$ cat config.mk
export PLATFORM = sky130hd
export DESIGN_NAME = suma_serie_ctrl
export DESIGN_NICKNAME = d
export VERILOG_FILES = /design/src/rtl/suma_serie_ctrl.sv
export SDC_FILE = /design/constraint.sdc
export NUM_CORES = 1
export LEC_CHECK = 0
export ABC_CLOCK_PERIOD_IN_PS = 1700
export CORE_MARGIN = 1
export CORE_UTILIZATION = 52
export CTS_BUF_LIST = sky130_fd_sc_hd__clkbuf_2 sky130_fd_sc_hd__clkbuf_4 sky130_fd_sc_hd__clkbuf_8
export DETAILED_ROUTE_END_ITERATION = 7
export PLACE_DENSITY = 0.8
export SLEW_MARGIN = 20
export SYNTH_ARGS = -nofsm -noshare
export SYNTH_HDL_FRONTEND = slang
export SYNTH_HIERARCHICAL = 1
export SYNTH_SLANG_ARGS = --single-unit
$ cat constraint.sdc
create_clock -name clk -period 1.7 [get_ports clk]
set_clock_uncertainty 0.1 [all_clocks]
set_input_delay 0.255 -clock clk [delete_from_list [all_inputs] [get_ports clk]]
set_output_delay 0.255 -clock clk [all_outputs]
set_load 0.03 [all_outputs]
$ cat src/rtl/suma_serie_ctrl.sv
// Bit-serial adder controller: adds two N-bit operands LSB-first through one shared full-adder cell.
// Latency: N+1 cycles from accepting edge to done pulse; one addition per N+2 cycles.
// Backpressure: start is honoured only in IDLE; requests while busy or in FIN are dropped, not queued.

module fa_cell (
  input  logic x,
  input  logic y,
  input  logic ci,
  output logic sum,
  output logic co
);
  assign sum = x ^ y ^ ci;
  assign co  = (x & y) | (x & ci) | (y & ci);
endmodule

module suma_serie_ctrl #(
  parameter int N  = 4,
  parameter int CW = 4
) (
  input  logic         clk,
  input  logic         rst_n,
  input  logic         start,
  input  logic [N-1:0] a,
  input  logic [N-1:0] b,
  input  logic         cin,
  output logic         busy,
  output logic         done,
  output logic [N-1:0] s,
  output logic         cout
);

  typedef enum logic [1:0] {IDLE, SUMA, FIN} state_t;

  state_t        state, state_nx;
  logic [N-1:0]  ra, rb, acc;
  logic          c;
  logic [CW-1:0] cnt;
  logic          bit_s, carry, last;

  fa_cell u_fa (
    .x   (ra[0]),
    .y   (rb[0]),
    .ci  (c),
    .sum (bit_s),
    .co  (carry)
  );

  assign last = (cnt == CW'(N - 1));

  always_ff @(posedge clk or negedge rst_n) begin
    if (!rst_n) state <= IDLE;
    else        state <= state_nx;
  end

  always_comb begin
    state_nx = state;
    case (state)
      IDLE:    if (start) state_nx = SUMA;
      SUMA:    if (last)  state_nx = FIN;
      FIN:     state_nx = IDLE;
      default: state_nx = IDLE;
    endcase
  end

  // Result registers load only on the final bit, so s/cout never show a partial sum.
  always_ff @(posedge clk or negedge rst_n) begin
    if (!rst_n) begin
      ra   <= '0;
      rb   <= '0;
      acc  <= '0;
      c    <= 1'b0;
      cnt  <= '0;
      s    <= '0;
      cout <= 1'b0;
    end else begin
      case (state)
        IDLE: begin
          if (start) begin
            ra  <= a;
            rb  <= b;
            c   <= cin;
            acc <= '0;
            cnt <= '0;
          end
        end
        SUMA: begin
          acc <= {bit_s, acc[N-1:1]};
          ra  <= ra >> 1;
          rb  <= rb >> 1;
          c   <= carry;
          cnt <= cnt + CW'(1);
          if (last) begin
            s    <= {bit_s, acc[N-1:1]};
            cout <= carry;
          end
        end
        default: ;
      endcase
    end
  end

  assign busy = (state == SUMA);
  assign done = (state == FIN);

endmodule

==> results of run 1 <==
## logic make-up (layout without fill, tap and decap cells)
family / after synthesis / after routing / share of synthesized area [%]
AOI/OAI and AO/OA: 25 / 25 / 17.6
adders and majority gates: 2 / 2 / 3.23
buffers and inverters: 7 / 29 / 3.35
DFF: 23 / 23 / 57.1
muxes: 7 / 7 / 9.68
and+or+nand+nor: 16 / 16 / 9.06
## through the flow
step / utilization, % / instances / cell area, sq um
after detailed placement: 69.5 / 123 / 1230
after global routing: 71.2 / 127 / 1260
after global placement: 69.5 / 123 / 1230
final: 71.2 / 127 / 1260
after floorplan: - / 80 / 1010
after CTS: 70.9 / 127 / 1250
## worst paths after layout
path	to	slack [ns]	startpoint	cells past startpoint
min reg2reg	ra[1]	0.40	ra[1]	2
max reg2reg	s[2]	0.14	cnt[0]	4
max in group asynchronous	c	1.09	rst_n	2
min in group clk	ra[1]	0.40	ra[1]	2
min	cout	0.19	rst_n	2
max	busy	0.13	state[1]	2
## layout by cell type, fill, tap and decap left out
cell | synthesis | final
sky130_fd_sc_hd__nor2b_1 | 3 | 3
sky130_fd_sc_hd__mux2_4 | 5 | 5
sky130_fd_sc_hd__clkinv_2 | 0 | 1
sky130_fd_sc_hd__clkbuf_4 | 0 | 3
sky130_fd_sc_hd__a22oi_1 | 7 | 7
sky130_fd_sc_hd__dfrtp_1 | 23 | 23
sky130_fd_sc_hd__fa_1 | 1 | 1
sky130_fd_sc_hd__mux2_2 | 2 | 2
sky130_fd_sc_hd__inv_1 | 2 | 2
sky130_fd_sc_hd__o21bai_2 | 1 | 1
sky130_fd_sc_hd__a21oi_1 | 2 | 2
sky130_fd_sc_hd__dlygate4sd2_1 | 0 | 3
sky130_fd_sc_hd__nand3_1 | 1 | 1
sky130_fd_sc_hd__nor2_1 | 1 | 1
sky130_fd_sc_hd__and2b_2 | 0 | 1
sky130_fd_sc_hd__nand4_1 | 1 | 1
sky130_fd_sc_hd__clkdlybuf4s50_1 | 0 | 11
sky130_fd_sc_hd__buf_4 | 1 | 7
sky130_fd_sc_hd__nand2_4 | 1 | 1
sky130_fd_sc_hd__ha_1 | 1 | 1
sky130_fd_sc_hd__a211oi_1 | 1 | 1
sky130_fd_sc_hd__dlymetal6s2s_1 | 0 | 2
sky130_fd_sc_hd__nor3b_2 | 1 | 1
sky130_fd_sc_hd__o21ai_0 | 6 | 6
sky130_fd_sc_hd__o21ai_1 | 1 | 1
sky130_fd_sc_hd__nand2_1 | 7 | 7
sky130_fd_sc_hd__a22o_1 | 7 | 7
## layer usage
layer | track usage [%] | part of all wire, %
met1 | 25.8 | 45
met2 | 32.4 | 49
met3 | 4.37 | 4.6
met4 | 6.47 | 0.88
met5 | 0 | 0
## power breakdown
group          internal (W)  switching, W  total, W
logic              0.000471      0.000482  0.000953
clock network     0.0000876      0.000150  0.000238
registers          0.000765      0.000148  0.000914
total               0.00132      0.000780   0.00210
## area by class of cell
| cell class | count | area share (%) |
|---|---|---|
| clock buffers | 3 | 1.79 |
| multi-input cells | 50 | 31.9 |
| inverters | 2 | 0.598 |
| flip-flops and latches | 23 | 45.8 |
| well taps | 25 | 2.49 |
| repair buffers | 23 | 17.0 |
| clock inverters | 1 | 0.398 |
## sequential cells by signal (all words and copies together), names as in the netlist
name,cells
cout,1
ra,4
rb,4
s,4
c,1
cnt,4
acc,3
state,2
## worst max-delay path: cells and delay by family, from the launching register on
| kind | cells | cell delay [ns] |
|---|---|---|
| buf+inv | 1 | 0.19 |
| flops | 1 | 0.40 |
| simple gates | 1 | 0.32 |
## what timing repair did
| action | in CTS | in global routing |
|---|---|---|
| gates resized for setup | 3 | 3 |
| hold buffers | 0 | 0 |
| endpoints found under the setup margin | 3 | 3 |
==> results.txt, run 1 <==
The core region is 0.00176 sq mm. Among all cell types in the netlist, the one instantiated most often is sky130_fd_sc_hd__dfrtp_1. The arrival time of the worst setup path came out at 1.21 ns.

After legalization and detailed placement, the total HPWL measured 1260 microns. The area occupied by multi-input gates is 400 sq um. The iteration count of the initial detailed-routing pass is 4. The run finished with clean final reports. The minimum setup slack after placement is 0.150 ns.

The pin count of the biggest net entering global routing is 24. The routed via count divided by cell count is 5.43. Setup repair after global routing left no endpoint under its margin. The height of the chip came out at 46.0 microns. The number of buffers added by the clock tree synthesis step came out at 3. The critical setup path kind is flop to primary output. The top-level port count came out at 19. The mean instance size in the synthesized netlist came out at 12.6 sq um. Counting distinct cell types in the post-synthesis netlist gives 24.

The final-report max-slew violation count was 0. The share of cells above drive strength 1 is 21.6%. The global route total overflow came out at 0. The maximum frequency from static timing analysis is 638 MHz. The post-synth net total came out at 94.

Counting instances in the post-synthesis netlist gives the leading cell types as sky130_fd_sc_hd__dfrtp_1 (23), sky130_fd_sc_hd__a22o_1 (7), sky130_fd_sc_hd__a22oi_1 (7), sky130_fd_sc_hd__nand2_1 (7), sky130_fd_sc_hd__o21ai_0 (6). The class of the tightest hold or removal check is primary input to async pin. The yosys synthesis warning count came out at 6. The die covers 0.00212 sq mm. Counting every instance in the synthesized netlist gives 80.

The worst slew slack as a fraction of its limit came out at 79.0%. The fill cell instance count of the final layout came out at 141. The clock transition at the register clock pins on the worst setup and hold paths after CTS came out at 0.12 ns.

After detailed routing, the average wire length per cell comes to 13.4 microns. The antenna diode count came out at 0. The final number of hold-violating endpoints is 0. Global routing used 19.8% of the available tracks.

Buffers placed on the I/O ports in this run total 18. Counting flops and latches in the post-synthesis netlist gives 23. The clock tree from TritonCTS is built. The critical path capture point type is a primary output. The top cell type by area accounts for 57.1% of the synthesized area. The total of max-cap violations came out at 0. The initial utilization of the core area, before any placement, comes to 57.2%.

Among all stages on the critical path, the largest delay is contributed by sky130_fd_sc_hd__dfrtp_1. In this run the remaining antenna-violating nets after routing total 0. The later pin in the worst-skew pair is clocked with a latency of 0.30 ns. Walking the worst path, the cells encountered are and2b_2, buf_4.

Setup violations remaining at the end of the flow were counted as 0. The leakage power is 0.619 nW. For this run, asynchronously set or reset flops after synthesis account for 100%.

The wire length of the first global-routing pass is 3000 microns. In the synthesized netlist the dominant register cell turns out to be sky130_fd_sc_hd__dfrtp_1. The worst setup path is launched from a flop. The worst vdd rail ir drop came out at 0.950 mV. The pin slew with the least headroom to its limit is 0.315 ns. By area the synthesized netlist is led by sky130_fd_sc_hd__dfrtp_1 (57%), sky130_fd_sc_hd__mux2_4 (7.4%), sky130_fd_sc_hd__a22o_1 (6.1%). The area added between synthesis and finish came out at 24.6%.

Of all nets on the critical path, the largest fanout is 8. The final period demand of the worst path came out at 1.57 ns. In this run the core area contains 15 standard-cell rows.

The part of the cycle the worst path needs is 92.1%. The number of antenna violations at the first check in global routing is 0. Counting along the longest clock path gives a buffer depth of 2.

Of all cell types, the one taking the most synthesized area is sky130_fd_sc_hd__dfrtp_1. The violation count after the first detailed-route iteration came out at 8. The critical path data required time is 1.34 ns.

The minimum hold slack came out at 0.190 ns. The total negative setup slack is 0 ns. The number of H-tree levels is 1. Setup slack closes at 0.134 ns. The number of nets in the layout is 117. After detailed routing, the number of remaining DRC violations is 0. The area used by sequential logic in the layout is 576 sq um. The mapped netlist covers 0.00101 sq mm. The total vias in the final route is 689. Routability-driven placement finished with a final weighted congestion of 0.678.

In this run, synthesis inferred 0 flip-flops with an integrated enable. On the worst path, the slowest cell contributes a delay of 0.40 ns. The cell at the root of the clock tree is sky130_fd_sc_hd__clkbuf_4. The total power of the final layout came out at 0.00210 W. The sequential fraction of the synthesis area is 57.1%. Counting every sink on the clock net gives 23.

The width of the die came out at 46.0 microns. In this run the post-CTS setup repair buffer count came out at 0. The wire length after detailed routing is 1700 microns. Dividing total power by cell area gives a power density of 1680 mW/mm^2.

The via count of the first global-routing pass came out at 704.
Note: power is estimated with default switching activity, not from simulation.
==> run 2: changes to the inputs <==
SKIP_CTS_REPAIR_TIMING = 1   (was default)
==> results.txt, run 2 (synthesis results as in run 1) <==
The flow ran to the end, and the final reports show no timing, DRC or antenna violations. The placer's final routability congestion estimate is 0.678 (unchanged). The final-report max-slew violation count came out at 0 (unchanged). The number of H-tree levels is 1 (unchanged). CTS placed an instance of sky130_fd_sc_hd__clkbuf_4 at the clock tree root. The all-layer global routing usage is 19.8% (unchanged). The via count of the first global-routing pass is 704 (unchanged). Setup repair after global routing left no endpoint under its margin. The highest net fanout along the worst path is 8 (unchanged).

The worst vdd rail ir drop came out at 0.950 mV (about the same). The critical path capture point type is a primary output. The effective utilization at floorplan is 57.2% (unchanged). The share of cells above drive strength 1 is 21.6% (unchanged).

The wire length after detailed routing is 1710 microns (+0.29%). The total of max-cap violations came out at 0 (unchanged). The worst setup path is of the flop to primary output kind.

The final number of hold-violating endpoints is 0 (unchanged). The number of nets in the layout came to 117 (unchanged). The final period demand of the worst path came to 1.57 ns (unchanged). The clock transition at the register clock pins on the worst setup and hold paths after CTS is 0.12 ns (about the same).

The pin slew with the least headroom to its limit is 0.316 ns (+0.000627 ns). The number of buffer cells added on primary ports came out at 18 (unchanged). The arrival time of the worst setup path is 1.21 ns (about the same). The top-level port count came out at 19 (unchanged).

The instance count after placement with tap cells included is 123 (unchanged). The final cell area excluding filler cells is 0.00127 sq mm (+0.90%). The library cell used most frequently in the layout, excluding fill and tap cells, is sky130_fd_sc_hd__dfrtp_1. The wire length of the first global-routing pass is 3000 microns (unchanged).

Compared with the post-synthesis result, the final layout area differs by 25.7%. The number of clock sinks was 23 (unchanged). In the layout the commonest cells are sky130_fd_sc_hd__dfrtp_1 (23), sky130_fd_sc_hd__clkdlybuf4s50_1 (11). The area of the die came out at 0.00212 sq mm (unchanged).

The count of nets left with antenna violations after detail routing is 0 (unchanged). The routed via count divided by cell count came out at 5.43 (unchanged). The antenna diode count came to 0 (unchanged). The detailed-placement wirelength estimate came out at 1260 microns (unchanged). The width of the die is 46.0 microns (unchanged). The number of rows created at floorplan came out at 15 (unchanged). The worst slew slack as a fraction of its limit is 78.9% (about the same). The leakage power is 0.653 nW (+5.6%). The maximum root-to-sink buffer count came out at 2 (unchanged).

The source-to-sink clock delay at the later pin of the worst-skew pair came out at 0.30 ns (about the same). The number of antenna violations at the first check in global routing came out at 0 (unchanged). The final routed wire length divided by cell count came to 13.4 microns (+0.29%).

The height of the chip was 46.0 microns (unchanged). STA classifies the critical path startpoint as a flop. The DRC violations left is 0 (unchanged). The number of buffers added by the clock tree synthesis step came out at 3 (unchanged).

The number of cells in the finished layout apart from fillers came out at 127 (unchanged). The iteration count of the initial detailed-routing pass is 4 (unchanged). The part of the cycle the worst path needs came to 92.1% (unchanged). The standard cell core area is 0.00176 sq mm (unchanged). The critical path data required time came to 1.34 ns (about the same).

The violation count after the first detailed-route iteration came out at 8 (unchanged). TritonCTS built the clock tree. The power density relative to cell area was 1670 mW/mm^2 (about the same). The maximum frequency from static timing analysis came out at 638 MHz (unchanged). The pin count of the biggest net entering global routing is 24 (unchanged). The tightest min-delay check is of the primary input to async pin type. The global route total overflow came to 0 (unchanged). The total vias in the final route came out at 689 (unchanged).

The cell area reported after detailed placement came to 0.00123 sq mm (unchanged). The count of final setup violators is 0 (unchanged). The minimum hold slack came out at 0.190 ns (+0.0000350 ns).
run 2: worst paths after layout:
kind	start	endpoint	slack, ns	cells after the start
max	state[1]	busy	0.13	2
min	rst_n	cout	0.19	2
max reg2reg	cnt[0]	s[2]	0.14	4
min reg2reg	ra[1]	ra[1]	0.40	2
max in group asynchronous	rst_n	c	1.09	2
min in group clk	ra[1]	ra[1]	0.40	2
run 2: per-layer routing:
metal	vias up	share of wire (%)	global-route usage [%]
li1	331	-	-
met5	-	0	0
met1	335	45	25.8
met3	2	4.7	4.37
met2	21	49	32.4
met4	0	0.88	6.47
run 2: cell type report:
type | count | area, sq um
repair buffers | 23 | 225
flip-flops and latches | 23 | 576
fillers | 139 | 497
clock buffers | 3 | 22.5
well taps | 25 | 31.3
clock inverters | 1 | 5.00
multi-input cells | 50 | 400
inverters | 2 | 7.51
run 2: where the power goes:
part | switching, W | internal (W)
clock network | 0.000150 | 0.0000876
logic | 0.000482 | 0.000489
registers | 0.000148 | 0.000765
run 2: critical path: stages, from the launching register on:
cell	delay, ns
sky130_fd_sc_hd__dfrtp_1	0.40
sky130_fd_sc_hd__and2b_2	0.32
sky130_fd_sc_hd__buf_4	0.19
run 2: through the flow:
stage               setup TNS [ns]  util [%]  worst slack (ns)  total power, W
floorplan                        0         -             0.282         0.00161
global placement                 0      69.5             0.167         0.00188
detailed placement               0      69.5             0.150         0.00191
CTS                        -0.0176      71.1           -0.0140         0.00215
global route                     0      71.8            0.0650         0.00229
finish                           0      71.8             0.134         0.00212
==> run 3: changes to the inputs <==
CORE_MARGIN = 4   (was 1)
==> results.txt, run 3 (synthesis results as in run 1) <==
The run finished with clean final reports. The worst vdd rail ir drop came to 0.962 mV (+1.3%). The final number of hold-violating endpoints came to 0 (unchanged). The arrival time of the worst setup path was 1.26 ns (+0.05 ns). The signal on the critical path passes through and2b_2, buf_4. The maximum root-to-sink buffer count came out at 2 (unchanged).

The share of cells above drive strength 1 is 21.6% (unchanged). The detailed-placement wirelength estimate is 1340 microns (+6.9%). The total of max-cap violations is 0 (unchanged). The largest individual stage delay along the critical path comes from the cell sky130_fd_sc_hd__dfrtp_1. The final routed wire length divided by cell count is 14.9 microns (+11%). The maximum frequency from static timing analysis is 620 MHz (-2.9%).

The total negative setup slack is 0 ns (unchanged). The wire length after detailed routing is 1890 microns (+11%). The violation count after the first detailed-route iteration is 12 (+4). The iteration count of the initial detailed-routing pass was 4 (unchanged). The total vias in the final route came out at 698 (+1.3%). The critical path data required time came out at 1.34 ns (about the same). The area of the die is 0.00271 sq mm (+28%).

The worst setup path is of the flop to primary output kind. The height of the chip is 52.0 microns (+13%). The effective utilization at floorplan came out at 56.6% (-0.60 points). The final period demand of the worst path came out at 1.61 ns (+0.0462 ns). The source-to-sink clock delay at the later pin of the worst-skew pair came to 0.32 ns (+0.02 ns). The number of nets in the layout came out at 117 (unchanged). The instance count after placement with tap cells included came out at 123 (unchanged). The all-layer global routing usage came out at 16.7% (-3.1 points). The number of cells in the finished layout apart from fillers came out at 127 (unchanged). The highest net fanout along the worst path came out at 6 (-2). The number of rows created at floorplan is 15 (unchanged). The delay of the slowest critical-path stage is 0.44 ns (+0.04 ns). The count of nets left with antenna violations after detail routing was 0 (unchanged).

The via count of the first global-routing pass is 760 (+8.0%). The cell at the root of the clock tree is sky130_fd_sc_hd__clkbuf_4. The area added between synthesis and finish came out at 25.7% (unchanged). The number of H-tree levels is 1 (unchanged). The standard cell core area is 0.00178 sq mm (+1.1%). The placer's final routability congestion estimate is 0.758 (+12%). The number of antenna violations at the first check in global routing is 0 (unchanged). The wire length of the first global-routing pass is 3270 microns (+9.0%). The worst slew slack as a fraction of its limit came out at 65.9% (-13 points).

The number of buffers added by the clock tree synthesis step came out at 3 (unchanged). The top-level port count came to 19 (unchanged). The number of buffer cells added on primary ports was 18 (unchanged). The routed via count divided by cell count is 5.50 (+1.3%). The worst setup path is captured at a primary output. Setup repair after global routing left no endpoint under its margin. The pin slew with the least headroom to its limit is 0.510 ns (+0.195 ns).

The antenna diode count came out at 0 (unchanged). Leaving out fill and tap cells, the most frequent cells in the layout are sky130_fd_sc_hd__dfrtp_1 (23), sky130_fd_sc_hd__clkdlybuf4s50_1 (11). The final-report max-slew violation count is 0 (unchanged). The clock transition at the register clock pins on the worst setup and hold paths after CTS is 0.13 ns (about the same). The sort of element at the start of the critical path is a flop. The width of the die came out at 52.0 microns (+13%). The worst hold path belongs to the class primary input to async pin.

TritonCTS built the clock tree. The leakage power is 0.652 nW (-0.13%). The part of the cycle the worst path needs is 94.8% (+2.7 points). The pin count of the biggest net entering global routing was 24 (unchanged). The count of final setup violators came to 0 (unchanged).

The most common cell after layout, fill and taps aside is sky130_fd_sc_hd__dfrtp_1. The number of clock sinks is 23 (unchanged). The DRC violations left came out at 0 (unchanged). The power density relative to cell area came out at 1710 mW/mm^2 (+2.0%). The global route total overflow is 0 (unchanged).
[run 3: cell counts in the layout (fill, tap and decap cells not counted)]
No cell type changed its count.
[run 3: power by group]
group / switching [W] / total [W] / internal [W]
clock: 0.000172 / 0.000260 / 0.0000882
sequential: 0.000166 / 0.000931 / 0.000765
combinational: 0.000476 / 0.000974 / 0.000498
[run 3: path summary, 6_finish.rpt]
check / startpoint / end / slack [ns] / depth (start not counted)
worst max-delay path: state[1] / busy / 0.09 / 2
worst min-delay path: rst_n / s[0] / 0.16 / 2
worst max register to register: cnt[0] / s[3] / 0.12 / 4
worst min register to register: ra[1] / ra[1] / 0.41 / 2
max in group asynchronous: rst_n / ra[0] / 1.11 / 2
min in group clk: ra[1] / ra[1] / 0.41 / 2
[run 3: metal layers]
metal	vias up	routed length, microns	GRT usage, %
met2	19	929	27.6
met3	3	109	2.87
met1	343	819	20.3
met5	-	0	0
met4	0	36	9.61
li1	333	-	-
[run 3: worst max-delay path: cells and delay by family (launching register included)]
family / cells / cell delay [ns]
AND/OR/NAND/NOR: 1 / 0.31
buffers and inverters: 1 / 0.19
flip-flops: 1 / 0.44
[run 3: final cells by class]
type / count / area [sq um]
sequential: 23 / 576
fill: 139 / 515
multi-input combinational: 50 / 400
timing repair buffer: 23 / 225
tap: 25 / 31.3
clock buffer: 3 / 22.5
inverter: 2 / 7.51
clock inverter: 1 / 5.00
[run 3: through the flow]
step                      worst slack [ns]  utilization (%)  area [sq um]  power, W  hold WS [ns]
final                               0.0877             71.1          1270   0.00217         0.160
after global routing                0.0173             71.1          1270   0.00232         0.184
after CTS                          -0.0395             70.3          1250   0.00219         0.164
after detailed placement           -0.0715             68.8          1230   0.00193         0.386
after global placement             -0.0306             68.8          1230   0.00189         0.367
after floorplan                      0.282                -          1010   0.00161        -0.141
